## src/rtl/rst_sequencer_pkg.sv

```systemverilog
// Shared types and defaults for the reset sequencer.
package rst_sequencer_pkg;

  typedef enum logic [2:0] {
    RST,
    DELAY,
    WAIT_ACK,
    RUN,
    ASSERT
  } state_e;

  localparam int unsigned DefaultStageDelay = 16;

endpackage

```

## src/rtl/rst_seq_delay_cnt.sv

```systemverilog
// Free-running delay/timeout counter with synchronous clear and terminal compare.
module rst_seq_delay_cnt #(
  parameter int unsigned CntWidth = 8
) (
  input  logic                clk_i,
  input  logic                rst_i,
  input  logic                clr_i,
  input  logic                en_i,
  input  logic [CntWidth-1:0] term_i,
  output logic                hit_o
);

  logic [CntWidth-1:0] cnt;

  always_ff @(posedge clk_i or posedge rst_i) begin
    if (rst_i) begin
      cnt <= '0;
    end else if (clr_i) begin
      cnt <= '0;
    end else if (en_i) begin
      cnt <= cnt + CntWidth'(1);
    end
  end

  assign hit_o = (cnt == term_i);

endmodule

```

## src/rtl/rst_sequencer.sv

```systemverilog
// Ordered per-domain reset release with ack handshake and warm-reset re-sequencing.
// Optional ack timeout enabled by defining RST_SEQUENCER_TIMEOUT_EN.
module rst_sequencer
  import rst_sequencer_pkg::*;
#(
  parameter int unsigned NumStages     = 4,
  parameter int unsigned StageDelay    = DefaultStageDelay,
  parameter int unsigned CntWidth      = 8,
  parameter int unsigned TimeoutCycles = 255
) (
  input  logic                 clk_i,
  input  logic                 rst_i,
  input  logic                 test_mode_i,
  input  logic                 sw_rst_req_i,
  input  logic [NumStages-1:0] stage_ack_i,
  output logic [NumStages-1:0] rst_no,
  output logic                 busy_o,
  output logic                 done_o,
  output logic                 timeout_o
);

  localparam int unsigned         IdxW      = $clog2(NumStages);
  localparam logic [IdxW-1:0]     LastIdx   = IdxW'(NumStages - 1);
  localparam logic [CntWidth-1:0] DelayTerm = CntWidth'(StageDelay - 1);
  localparam bit                  OneCycle  = (StageDelay == 1);

  if (NumStages < 2) begin : g_err_stages
    $error("rst_sequencer: NumStages must be >= 2");
  end
  if (StageDelay < 1) begin : g_err_delay
    $error("rst_sequencer: StageDelay must be >= 1");
  end
  if (longint'(StageDelay) >= (longint'(1) << CntWidth)) begin : g_err_delay_width
    $error("rst_sequencer: StageDelay does not fit in CntWidth");
  end
  if (TimeoutCycles < 1) begin : g_err_timeout
    $error("rst_sequencer: TimeoutCycles must be >= 1");
  end

  state_e                state;
  logic [IdxW-1:0]       idx;
  logic [NumStages-1:0]  rst_q;
  logic                  sw_q;
  logic                  sw_edge;
  logic                  ack;
  logic                  ack_ok;
  logic                  tmo_fire;
  logic                  cnt_hit;
  logic                  cnt_clr;
  logic                  cnt_en;
  logic [CntWidth-1:0]   cnt_term;

  assign sw_edge = sw_rst_req_i & ~sw_q;
  assign ack     = stage_ack_i[idx];

`ifdef RST_SEQUENCER_TIMEOUT_EN
  localparam logic [CntWidth-1:0] TimeoutTerm = CntWidth'(TimeoutCycles - 1);

  if (longint'(TimeoutCycles) >= (longint'(1) << CntWidth)) begin : g_err_timeout_width
    $error("rst_sequencer: TimeoutCycles does not fit in CntWidth");
  end

  assign cnt_term = (state == WAIT_ACK) ? TimeoutTerm : DelayTerm;
  assign tmo_fire = (state == WAIT_ACK) & ~ack & cnt_hit;

  always_ff @(posedge clk_i or posedge rst_i) begin
    if (rst_i) begin
      timeout_o <= 1'b0;
    end else if (tmo_fire) begin
      timeout_o <= 1'b1;
    end
  end
`else
  assign cnt_term  = DelayTerm;
  assign tmo_fire  = 1'b0;
  assign timeout_o = 1'b0;
`endif

  assign ack_ok = ack | tmo_fire;

  // The RST cycle counts toward stage 0's delay, so stage k releases after
  // edge (k+1)*StageDelay+k counted from the first edge out of reset.
  always_comb begin
    cnt_clr = 1'b1;
    cnt_en  = 1'b0;
    case (state)
      RST: begin
        cnt_clr = OneCycle;
        cnt_en  = 1'b1;
      end
      DELAY: begin
        cnt_clr = cnt_hit;
        cnt_en  = ~cnt_hit;
      end
`ifdef RST_SEQUENCER_TIMEOUT_EN
      WAIT_ACK: begin
        cnt_clr = ack_ok;
        cnt_en  = ~ack_ok;
      end
`endif
      default: ;
    endcase
  end

  rst_seq_delay_cnt #(
    .CntWidth(CntWidth)
  ) u_delay_cnt (
    .clk_i (clk_i),
    .rst_i (rst_i),
    .clr_i (cnt_clr),
    .en_i  (cnt_en),
    .term_i(cnt_term),
    .hit_o (cnt_hit)
  );

  always_ff @(posedge clk_i or posedge rst_i) begin
    if (rst_i) begin
      state  <= RST;
      idx    <= '0;
      sw_q   <= 1'b0;
      rst_q  <= '0;
      busy_o <= 1'b1;
      done_o <= 1'b0;
    end else begin
      sw_q <= sw_rst_req_i;
      case (state)
        RST: begin
          idx   <= '0;
          state <= DELAY;
        end
        DELAY: begin
          if (cnt_hit) begin
            rst_q[idx] <= 1'b1;
            state      <= WAIT_ACK;
          end
        end
        WAIT_ACK: begin
          if (ack_ok) begin
            if (idx == LastIdx) begin
              state  <= RUN;
              busy_o <= 1'b0;
              done_o <= 1'b1;
            end else begin
              idx   <= idx + IdxW'(1);
              state <= DELAY;
            end
          end
        end
        RUN: begin
          if (sw_edge) begin
            state  <= ASSERT;
            idx    <= LastIdx;
            busy_o <= 1'b1;
            done_o <= 1'b0;
          end
        end
        ASSERT: begin
          rst_q[idx] <= 1'b0;
          if (idx == '0) begin
            state <= DELAY;
          end else begin
            idx <= idx - IdxW'(1);
          end
        end
        default: state <= RST;
      endcase
    end
  end

  assign rst_no = test_mode_i ? {NumStages{~rst_i}} : rst_q;

endmodule

```

## config.mk

```make
export PLATFORM = sky130hd
export DESIGN_NAME = rst_sequencer
export DESIGN_NICKNAME = d
export VERILOG_FILES = /design/src/rtl/rst_sequencer_pkg.sv /design/src/rtl/rst_seq_delay_cnt.sv /design/src/rtl/rst_sequencer.sv
export SDC_FILE = /design/constraint.sdc
export NUM_CORES = 1
export LEC_CHECK = 0
export BUFFER_PORTS_ARGS = -buffer_cell sky130_fd_sc_hd__buf_2
export CORE_MARGIN = 2
export CORE_UTILIZATION = 35
export CTS_CLUSTER_DIAMETER = 200
export DETAILED_ROUTE_END_ITERATION = 12
export MAX_ROUTING_LAYER = met4
export PLACE_DENSITY_LB_ADDON = 0.05
export SLEW_MARGIN = 20
export SYNTH_ARGS = -nofsm -noshare
export SYNTH_HDL_FRONTEND = slang
export SYNTH_SLANG_ARGS = --single-unit
```

## constraint.sdc

```tcl
create_clock -name clk_i -period 4.6 [get_ports clk_i]
set_input_delay 0.46 -clock clk_i [delete_from_list [all_inputs] [get_ports clk_i]]
set_output_delay 0.46 -clock clk_i [all_outputs]
set_load 0.01 [all_outputs]
```

==> reports/results.ini, run 1 <==
[pwr]
intPower_w=0.000370
seq_power_share=0.479
p_switching_w=0.000254
pwr-share-comb=0.356
switching_share=0.407
pwr-share-clk=0.165
peakVddDrop_mv=0.258
power.total_w=0.000624
p_leak_nw=0.569
p_per_area_mw_per_mm2=507

[clock_tree]
cts.sinks=20
clockBufferDepth=2
path_clk_slew_ns=0.11
cts_hold_buf=0
cts_buffers=3
cts_setup_buffers=0
root_buffer=clkbuf_4
cts_resized=0
htreeDepth=1
clk_latency_ns=0.31
cts_tree=yes

[timing]
clock.fmax_mhz=487
min_period_over_period=0.446
layout_min_cycle_time_ns=2.05
final_hold_viol_count=0
relSlewSlack=0.485
slew_viol_final=0
finClkSkew_ns=0.00910
rsz0062_at_grt=no
setup_viol=0
tns_ns=0
worst_pin_slew_ns=0.772

[cells_and_area]
drive_gt1_frac=0.184
area_growth_pct=11.6
post-route-util=0.406
diodes=0
regArea_um2=502
fill_cells=320
post_layout_nonfiller_instances=169
multi_input_area_um2=533
final_nets=135

[synth]
synth_compound_area_frac=0.190
synth_top_family_by_area=simple AND/OR/NAND/NOR gates
synth-seq-cells=20
async_reset_ff_frac=1.00
synth-seq-area-share=0.456
synthMuxAreaShare=0.0205
syn_inst=114
synthFlopType=dfrtp_1
ys_types=41
netlist_area_mm2=0.00110
synth_edf_count=0
avgSynthCellArea_um2=9.66
syn-num-nets=123
synthAdderAreaFrac=0.0114
yosys_warnings=0
synthXorXnorAreaFrac=0.0239
synth-simple-area-share=0.235

[detailed_routing]
top_layer=met4
drc_errors=0
wl_met2_um=963
vias_per_cell=5.21
routedWlPerCell_um=13.1
via_count=880
wl_um=2210
drtIter0Drc=38
met1_length_um=1110
wl_met3_um=116
drt-pass1-iter-count=4
antenna_left=0

[setup_path]
worstPathArrival_ns=1.59
r2r_slack_ns=2.75
rr_worst_depth=3
required_ns=4.14
start_kind=input port
cp-end-kind=output port
crit_type=input port to output port
path_max_fanout=21

[floorplanning]
fp.dieH_um=60.1
die_area_mm2=0.00361
num_io_pins=15
core_mm2=0.00303
start_util=0.364
die_w_um=60.1
fp-row-count=20

[global_routing]
grt_usage=0.142
antenna_found_initial=0
grt_overflow_total=0
grt_max_degree=22
first_global_vias=812
grt_pass1_wl_um=3660

[placement]
globalplace.congestion=0.652
dp_hpwl_um=1620
numPortBuffers=13
dp_cells=165

[min_path]
hold_path.class=input port to asynchronous set/reset pin

[outcome]
outcome=finished clean

[run]
maxCapViolCount=0

[per-layer routing]
metal,vias to the layer above,track usage
met5,-,-
met4,0,0.0476
met3,4,0.0455
met2,27,0.203
met1,416,0.189
li1,433,-
[Yosys cell counts, types with 2 or more instances]
library cell / count / share of area
dfrtp_1: 19 / 0.43
o21ai_0: 11 / 0.050
inv_1: 10 / 0.034
nand2_1: 8 / 0.027
nor2_1: 6 / 0.020
nand4_1: 5 / 0.028
a22oi_1: 4 / 0.027
nand3_1: 4 / 0.018
nor2b_1: 4 / 0.023
a211oi_1: 3 / 0.020
a21oi_1: 3 / 0.014
and3_1: 3 / 0.017
clkbuf_1: 3 / 0.010
buf_2: 2 / 0.0091
or3_1: 2 / 0.011
xnor2_1: 2 / 0.016
[kinds of logic (layout without fill, tap and decap cells)]
kind of cell	count (synthesis)	after routing
simple gates	43	43
buf+inv	16	27
compound gates	29	29
xor+xnor	3	3
fa+ha+maj	1	1
flops	20	20
other cells	1	1
mux	1	1
[power by group through the flow]
stage                     logic (W)  clock network (W)  registers (W)
after floorplan            0.000209                  0       0.000259
after global placement     0.000219                  0       0.000302
after detailed placement   0.000222                  0       0.000302
after CTS                  0.000224           0.000107       0.000298
after global routing       0.000253           0.000116       0.000309
final                      0.000222           0.000103       0.000299
[worst paths after layout]
check,startpoint,endpoint
max in group asynchronous,rst_i,done_o$_DFFE_PP0P_
worst min-delay path,rst_i,asynchronous set/reset pin
worst max-delay path,rst_i,rst_no[0]
worst min register to register,u_delay_cnt.cnt[0]$_DFFE_PP0P_,u_delay_cnt.cnt[0]$_DFFE_PP0P_
min in group clk_i,sw_rst_req_i,sw_q$_DFF_PP0_
worst max register to register,idx[0]$_DFFE_PP0P_,idx[0]$_DFFE_PP0P_
[cells in the final DEF (no fill, tap or decap), drive strengths merged, types with 2 or more instances in the layout]
cell type	instances
nand4	5
inv	10
dfrtp	19
and3	3
or3	2
a22oi	4
clkbuf	4
nand2	8
buf	13
nor2	6
a21oi	3
a211oi	3
nand3	4
o21ai	11
nor2b	4
xnor2	2
[critical path, cell delays in order]
cell and delay, ns:
buf_2 0.09, inv_1 0.56, nand2_1 0.20, o21ai_0 0.12, buf_2 0.15
[metrics by stage]
| stage | cell area [um2] | hold slack, ns | worst slack, ns |
|---|---|---|---|
| global route | 1230 | 0.272 | 2.36 |
| global placement | 1190 | 0.482 | 2.55 |
| CTS | 1230 | 0.282 | 2.46 |
| floorplan | 1100 | 0.431 | 2.90 |
| detailed placement | 1190 | 0.483 | 2.47 |
| finish | 1230 | 0.267 | 2.55 |
[final cells by class]
cell class,instances,share of cell area
Timing Repair Buffer,13,0.0530
Sequential cell,20,0.408
Inverter,10,0.0305
Tap cell,44,0.0448
Multi-Input combinational cell,78,0.434
Clock buffer,4,0.0295
(Power assumes the default switching activity.)
==> run 2: changes to the inputs <==
- clock period: 4.6 -> 2 ns (I/O delays scaled with it)
==> run 2 against run 1 <==
Against the previous run:
- largest cell class unchanged
- wire length grew 1.9%
- worst setup slack lost 2.1 ns
- power up 140%
==> reports/results.ini, run 2 (same netlist as run 1, synthesis figures left out) <==
[cells_and_area]
final_common_cell=dfrtp_1  ; unchanged
diodes=0  ; unchanged
final_cell_area_mm2=0.00126  ; was 0.00123 mm2
drive_gt1_frac=0.202  ; was 0.184
final_cell_mix=19 x dfrtp_1, 13 x buf_2, 11 x o21ai_0  ; unchanged
post_layout_nonfiller_instances=173  ; was 169
final_nets=139  ; was 135
area_growth_pct=14.5  ; was 11.6%

[clock_tree]
clk_latency_ns=0.30  ; was 0.31 ns
cts_tree=yes  ; unchanged
clockBufferDepth=2  ; unchanged
cts.sinks=20  ; unchanged
cts_setup_buffers=0  ; unchanged
cts_hold_buf=1  ; was 0
path_clk_slew_ns=0.12  ; was 0.11 ns
cts_resized=0  ; unchanged
root_buffer=clkbuf_4  ; unchanged
htreeDepth=1  ; unchanged
cts_buffers=3  ; unchanged

[detailed_routing]
vias_per_cell=5.10  ; was 5.21
wl_um=2260  ; was 2210 um
drc_errors=0  ; unchanged
antenna_left=0  ; unchanged
drtIter0Drc=23  ; was 38
routedWlPerCell_um=13.0  ; was 13.1 um
drt-pass1-iter-count=4  ; unchanged
via_count=882  ; was 880

[timing]
setup_slack_ns=0.401  ; was 2.55 ns
tns_ns=0  ; unchanged
clock.fmax_mhz=625
worst_pin_slew_ns=0.584  ; was 0.772 ns
final_hold_viol_count=0  ; unchanged
min_period_over_period=0.800
relSlewSlack=0.605  ; was 0.485
layout_min_cycle_time_ns=1.60
timing.hold.ws_ns=0.0412  ; was 0.267 ns
rsz0062_at_grt=no  ; unchanged
finClkSkew_ns=0.00174  ; was 0.00910 ns
setup_viol=0  ; unchanged
slew_viol_final=0  ; unchanged

[floorplanning]
num_io_pins=15  ; unchanged
die_w_um=60.1  ; unchanged
fp-row-count=20  ; unchanged
start_util=0.364  ; unchanged
fp.dieH_um=60.1  ; unchanged
core_mm2=0.00303  ; unchanged
die_area_mm2=0.00361  ; unchanged

[setup_path]
crit_chain=mux4_2 -> a2111oi_4 -> a211oi_1  ; was buf_2 -> inv_1 -> nand2_1 -> o21ai_0 -> buf_2
path_max_fanout=11  ; was 21
start_kind=register  ; was input port
cpPeakStageDelay_ns=0.56  ; about the same
crit_family=flip-flops  ; was buffers and inverters
worstPathArrival_ns=1.78  ; was 1.59 ns
crit_path_top_delay_cell=dfrtp_1  ; was inv_1
cp-end-kind=register  ; was output port
crit_type=register to register  ; was input port to output port
crit_buf_inv=0  ; was 3
required_ns=2.18  ; was 4.14 ns

[placement]
dp_hpwl_um=1620  ; about the same
dpl_worst_slack_ns=0.429  ; was 2.47 ns
dp_cells=168  ; was 165
place_area_mm2=0.00121  ; was 0.00119 mm2
numPortBuffers=13  ; unchanged
globalplace.congestion=0.834  ; was 0.652

[global_routing]
antenna_found_initial=0  ; unchanged
grt_usage=0.154  ; was 0.142
grt_overflow_total=0  ; unchanged
first_global_vias=848  ; was 812
grt_max_degree=21  ; was 22
grt_pass1_wl_um=4010  ; was 3660 um

[pwr]
p_per_area_mw_per_mm2=1170  ; was 507 mW/mm2
p_leak_nw=0.588  ; was 0.569 nW
peakVddDrop_mv=0.854  ; was 0.258 mV

[min_path]
hold_path.class=input port to register  ; was input port to asynchronous set/reset pin

[run]
maxCapViolCount=0  ; unchanged

[outcome]
outcome=finished clean  ; unchanged

run 2: routing by layer:
| metal | vias up | wire length [um] | global-route usage |
|---|---|---|---|
| li1 | 441 | - | - |
| met1 | 425 | 1160 | 0.217 |
| met2 | 16 | 1020 | 0.214 |
| met3 | 0 | 74 | 0.0411 |
| met4 | 0 | 0 | 0.0444 |
| met5 | - | 0 | - |
run 2: through the flow:
step            util  total power [W]
2_1_floorplan      -          0.00108
5_1_grt        0.417          0.00162
6_report       0.417          0.00148
3_3_place_gp   0.401          0.00124
3_5_place_dp   0.401          0.00124
4_1_cts        0.417          0.00149
run 2: worst paths after layout:
check / startpoint / end / slack [ns] / cells past startpoint
setup / recovery: idx[1]$_DFFE_PP0P_ / idx[0]$_DFFE_PP0P_ / 0.40 / 3
hold / removal: sw_rst_req_i / sw_q$_DFF_PP0_ / 0.04 / 1
setup reg to reg: idx[1]$_DFFE_PP0P_ / idx[0]$_DFFE_PP0P_ / 0.40 / 3
hold reg to reg: busy_o$_DFFE_PP1P_ / busy_o$_DFFE_PP1P_ / 0.50 / 2
max in group asynchronous: rst_i / busy_o$_DFFE_PP1P_ / 1.25 / 4
min in group asynchronous: rst_i / asynchronous set/reset pin / 0.48 / 4
run 2: cell type report:
type | instances | area [um2]
repair buffers | 17 | 97.6
clock buffers | 4 | 36.3
inverters | 10 | 37.5
multi-input cells | 78 | 533
well taps | 44 | 55.1
flip-flops and latches | 20 | 502
fillers | 299 | 1770
run 2: report_power, final:
| part | total (W) | leakage [nW] | internal (W) | switching, W |
|---|---|---|---|---|
| logic | 0.000571 | 0.313 | 0.000251 | 0.000320 |
| clock network | 0.000239 | 0.0210 | 0.000111 | 0.000128 |
| registers | 0.000666 | 0.253 | 0.000519 | 0.000147 |
==> run 3: changes to the inputs <==
- ABC_AREA: default -> 1
- clock period: 2 -> 1.3 ns (I/O delays scaled with it)
==> run 3 against run 2 <==
Against the previous run:
- the flow now finishes with violations (setup timing)
- largest cell class unchanged
- largest power group is now combinational cells
- critical path depth grew 5
- clock power grew 31%
- sequential share of layout area shrank 9.9 points
- power grew 130%
- worst setup slack lost 0.41 ns
- synthesized area grew 8.2%
- first-iteration DRC count grew 130%
- worst hold slack gained 0.28 ns
==> reports/results.ini, run 3 <==
[clock_tree]
root_buffer=clkbuf_4  ; unchanged
cts_buffers=3  ; unchanged
cts_tree=yes  ; unchanged
clockBufferDepth=2  ; unchanged
htreeDepth=1  ; unchanged
cts.sinks=20  ; unchanged
path_clk_slew_ns=0.10  ; was 0.12 ns
clk_latency_ns=0.31  ; was 0.30 ns

[cells_and_area]
final_common_cell=nand2_1  ; was dfrtp_1
fill_cells=348  ; was 299
final_cell_mix=36 x nand2_1, 24 x buf_4, 19 x inv_1  ; was 19 x dfrtp_1, 13 x buf_2, 11 x o21ai_0
final_nets=214  ; was 139
area_growth_pct=43.0  ; was 14.5%
drive_gt1_frac=0.490  ; was 0.202
multi_input_area_um2=741  ; was 533 um2
regArea_um2=509  ; was 502 um2
diodes=0  ; unchanged
post_layout_nonfiller_instances=250  ; was 173

[synth]
synth_common_cells=45 x nand2_1, 23 x inv_1, 19 x dfrtp_1, 17 x nor2_1, 13 x nand3_1  ; was 19 x dfrtp_1, 11 x o21ai_0, 10 x inv_1, 8 x nand2_1, 6 x nor2_1
synth_top_family_by_area=simple AND/OR/NAND/NOR gates  ; unchanged
synthXorXnorAreaFrac=0.0147  ; was 0.0239
synthMuxAreaShare=0  ; was 0.0205
synth-simple-area-share=0.372  ; was 0.235
synthFlopType=dfrtp_1  ; unchanged
synth_top_cell_by_area=dfrtp_1  ; unchanged
synthAdderAreaFrac=0.0105  ; was 0.0114
synth-seq-cells=20  ; unchanged
netlist_area_mm2=0.00119  ; was 0.00110 mm2
yosysTopAreaCellShare=0.399  ; was 0.432
synth-seq-area-share=0.421  ; was 0.456
yosysMostFrequentCell=nand2_1  ; was dfrtp_1
avgSynthCellArea_um2=7.26  ; was 9.66 um2
syn_inst=164  ; was 114
ys_types=27  ; was 41
syn-num-nets=173  ; was 123
synth_edf_count=0  ; unchanged
async_reset_ff_frac=1.00  ; unchanged
yosys_warnings=0  ; unchanged
synth_area_leaders=dfrtp_1 40%, nand2_1 14%, inv_1 7.2%  ; was dfrtp_1 43%, o21ai_0 5.0%, inv_1 3.4%
synth_compound_area_frac=0.0767  ; was 0.190

[detailed_routing]
drc_errors=0  ; unchanged
drtIter0Drc=52  ; was 23
routedWlPerCell_um=10.7  ; was 13.0 um
wl_um=2680  ; was 2260 um
vias_per_cell=4.68  ; was 5.10
via_count=1171  ; was 882
antenna_left=0  ; unchanged
drt-pass1-iter-count=4  ; unchanged

[global_routing]
grt_usage=0.153  ; was 0.154
grt_pass1_wl_um=4710  ; was 4010 um
grt_max_degree=21  ; unchanged
grt_overflow_total=0  ; unchanged
antenna_found_initial=0  ; unchanged
first_global_vias=1125  ; was 848

[timing]
min_period_over_period=1.00  ; was 0.800
setup_slack_ns=-0.00556  ; was 0.401 ns
tns_ns=-0.00636  ; was 0 ns
layout_min_cycle_time_ns=1.31  ; was 1.60 ns
finClkSkew_ns=0.0109  ; was 0.00174 ns
final_hold_viol_count=0  ; unchanged
setup_viol=3  ; was 0
timing.hold.ws_ns=0.325  ; was 0.0412 ns
slew_viol_final=0  ; unchanged
clock.fmax_mhz=766  ; was 625 MHz
rsz0062_at_grt=yes  ; was no

[setup_path]
crit_type=register to register  ; unchanged
required_ns=1.50  ; was 2.18 ns
worstPathArrival_ns=1.50  ; was 1.78 ns
cp-end-kind=register  ; unchanged
path_max_fanout=5  ; was 11
start_kind=register  ; unchanged

[floorplanning]
die_w_um=62.3  ; was 60.1 um
start_util=0.360  ; was 0.364
die_area_mm2=0.00389  ; was 0.00361 mm2
fp.dieH_um=62.3  ; was 60.1 um
fp-row-count=21  ; was 20
core_mm2=0.00331  ; was 0.00303 mm2
num_io_pins=15  ; unchanged

[placement]
numPortBuffers=13  ; unchanged
globalplace.congestion=0.759  ; was 0.834
dp_cells=238  ; was 168
dp_hpwl_um=1940  ; was 1620 um

[min_path]
hold_path.class=input port to register  ; unchanged

[pwr]
p_per_area_mw_per_mm2=1950  ; was 1170 mW/mm2
power.total_w=0.00333  ; was 0.00148 W
peakVddDrop_mv=0.893  ; was 0.854 mV
p_leak_nw=0.850  ; was 0.588 nW

[outcome]
outcome=complete, but fails checks  ; was finished clean
violations=setup timing

[run]
maxCapViolCount=0  ; unchanged

run 3: changes by cell type in the layout (fill, tap and decap cells not counted), moves of 5 or more:
cell,before,now
nor2_1,6,12
inv_2,0,7
nor2_4,0,6
dfrtp_1,19,13
nand2_1,8,36
dfrtp_2,0,6
nand3_2,0,7
nand2_2,0,10
o21ai_0,11,1
o21ai_2,0,5
buf_4,3,24
inv_1,10,19
run 3: cell families after synthesis:
family,after synthesis
adders and majority gates,1
xor gates and xnor gates,2
other,1
AOI/OAI and AO/OA,16
DFF,20
buffers and inverters,30
and+or+nand+nor,94
run 3: layout make-up:
cell class,count,share of cell area
Inverter,27,0.0610
Sequential cell,20,0.299
Tap cell,46,0.0338
Timing Repair Buffer,39,0.156
Clock buffer,4,0.0154
Multi-Input combinational cell,114,0.435
run 3: final timing paths:
| kind | from | to | slack, ns | depth (start not counted) |
|---|---|---|---|---|
| setup / recovery | state[2]$_DFFE_PP0P_ | state[2]$_DFFE_PP0P_ | -0.006 | 8 |
| hold reg to reg | busy_o$_DFFE_PP1P_ | busy_o$_DFFE_PP1P_ | 0.47 | 2 |
| setup reg to reg | state[2]$_DFFE_PP0P_ | state[2]$_DFFE_PP0P_ | -0.006 | 8 |
| max in group asynchronous | rst_i | busy_o$_DFFE_PP1P_ | 0.60 | 4 |
| min in group asynchronous | rst_i | u_delay_cnt.cnt[3]$_DFFE_PP0P_ | 0.41 | 4 |
| hold / removal | stage_ack_i[2] | state[1]$_DFFE_PP0P_ | 0.33 | 6 |
run 3: power by group:
part / internal [W] / switching (W)
clock: 0.000120 / 0.000193
sequential: 0.000840 / 0.000229
combinational: 0.000878 / 0.00107
run 3: worst max-delay path: stages, from the launching register on:
cell,delay [ns]
dfrtp_2,0.45
inv_2,0.08
nand2_4,0.07
nor2_4,0.17
nand3_2,0.11
nor2_4,0.14
nor2_4,0.07
nand2_2,0.06
nand2_1,0.05
run 3: through the flow:
stage	utilization	cell area (um2)	setup slack, ns
2_1_floorplan	-	1190	0.0511
3_3_place_gp	0.432	1430	-0.0321
3_5_place_dp	0.432	1430	-0.0947
4_1_cts	0.457	1510	-0.000587
5_1_grt	0.514	1700	-0.0744
6_report	0.514	1700	-0.00556
run 3: timing repair:
action | in CTS | in global routing
gates cloned | 0 | 0
hold buffers | 2 | 0
endpoints found under the setup margin | 13 | 19
hold endpoints to repair | 20 | 0
pin swaps | 3 | 14
resized for setup | 11 | 46
buffers inserted | 1 | 5
run 3: routing by layer:
metal / vias up / global-route usage / share of wire
met5: - / - / 0
met2: 23 / 0.254 / 0.49
met1: 552 / 0.187 / 0.46
li1: 590 / - / -
met4: 0 / 0.0611 / 0.016
met3: 6 / 0.0272 / 0.030
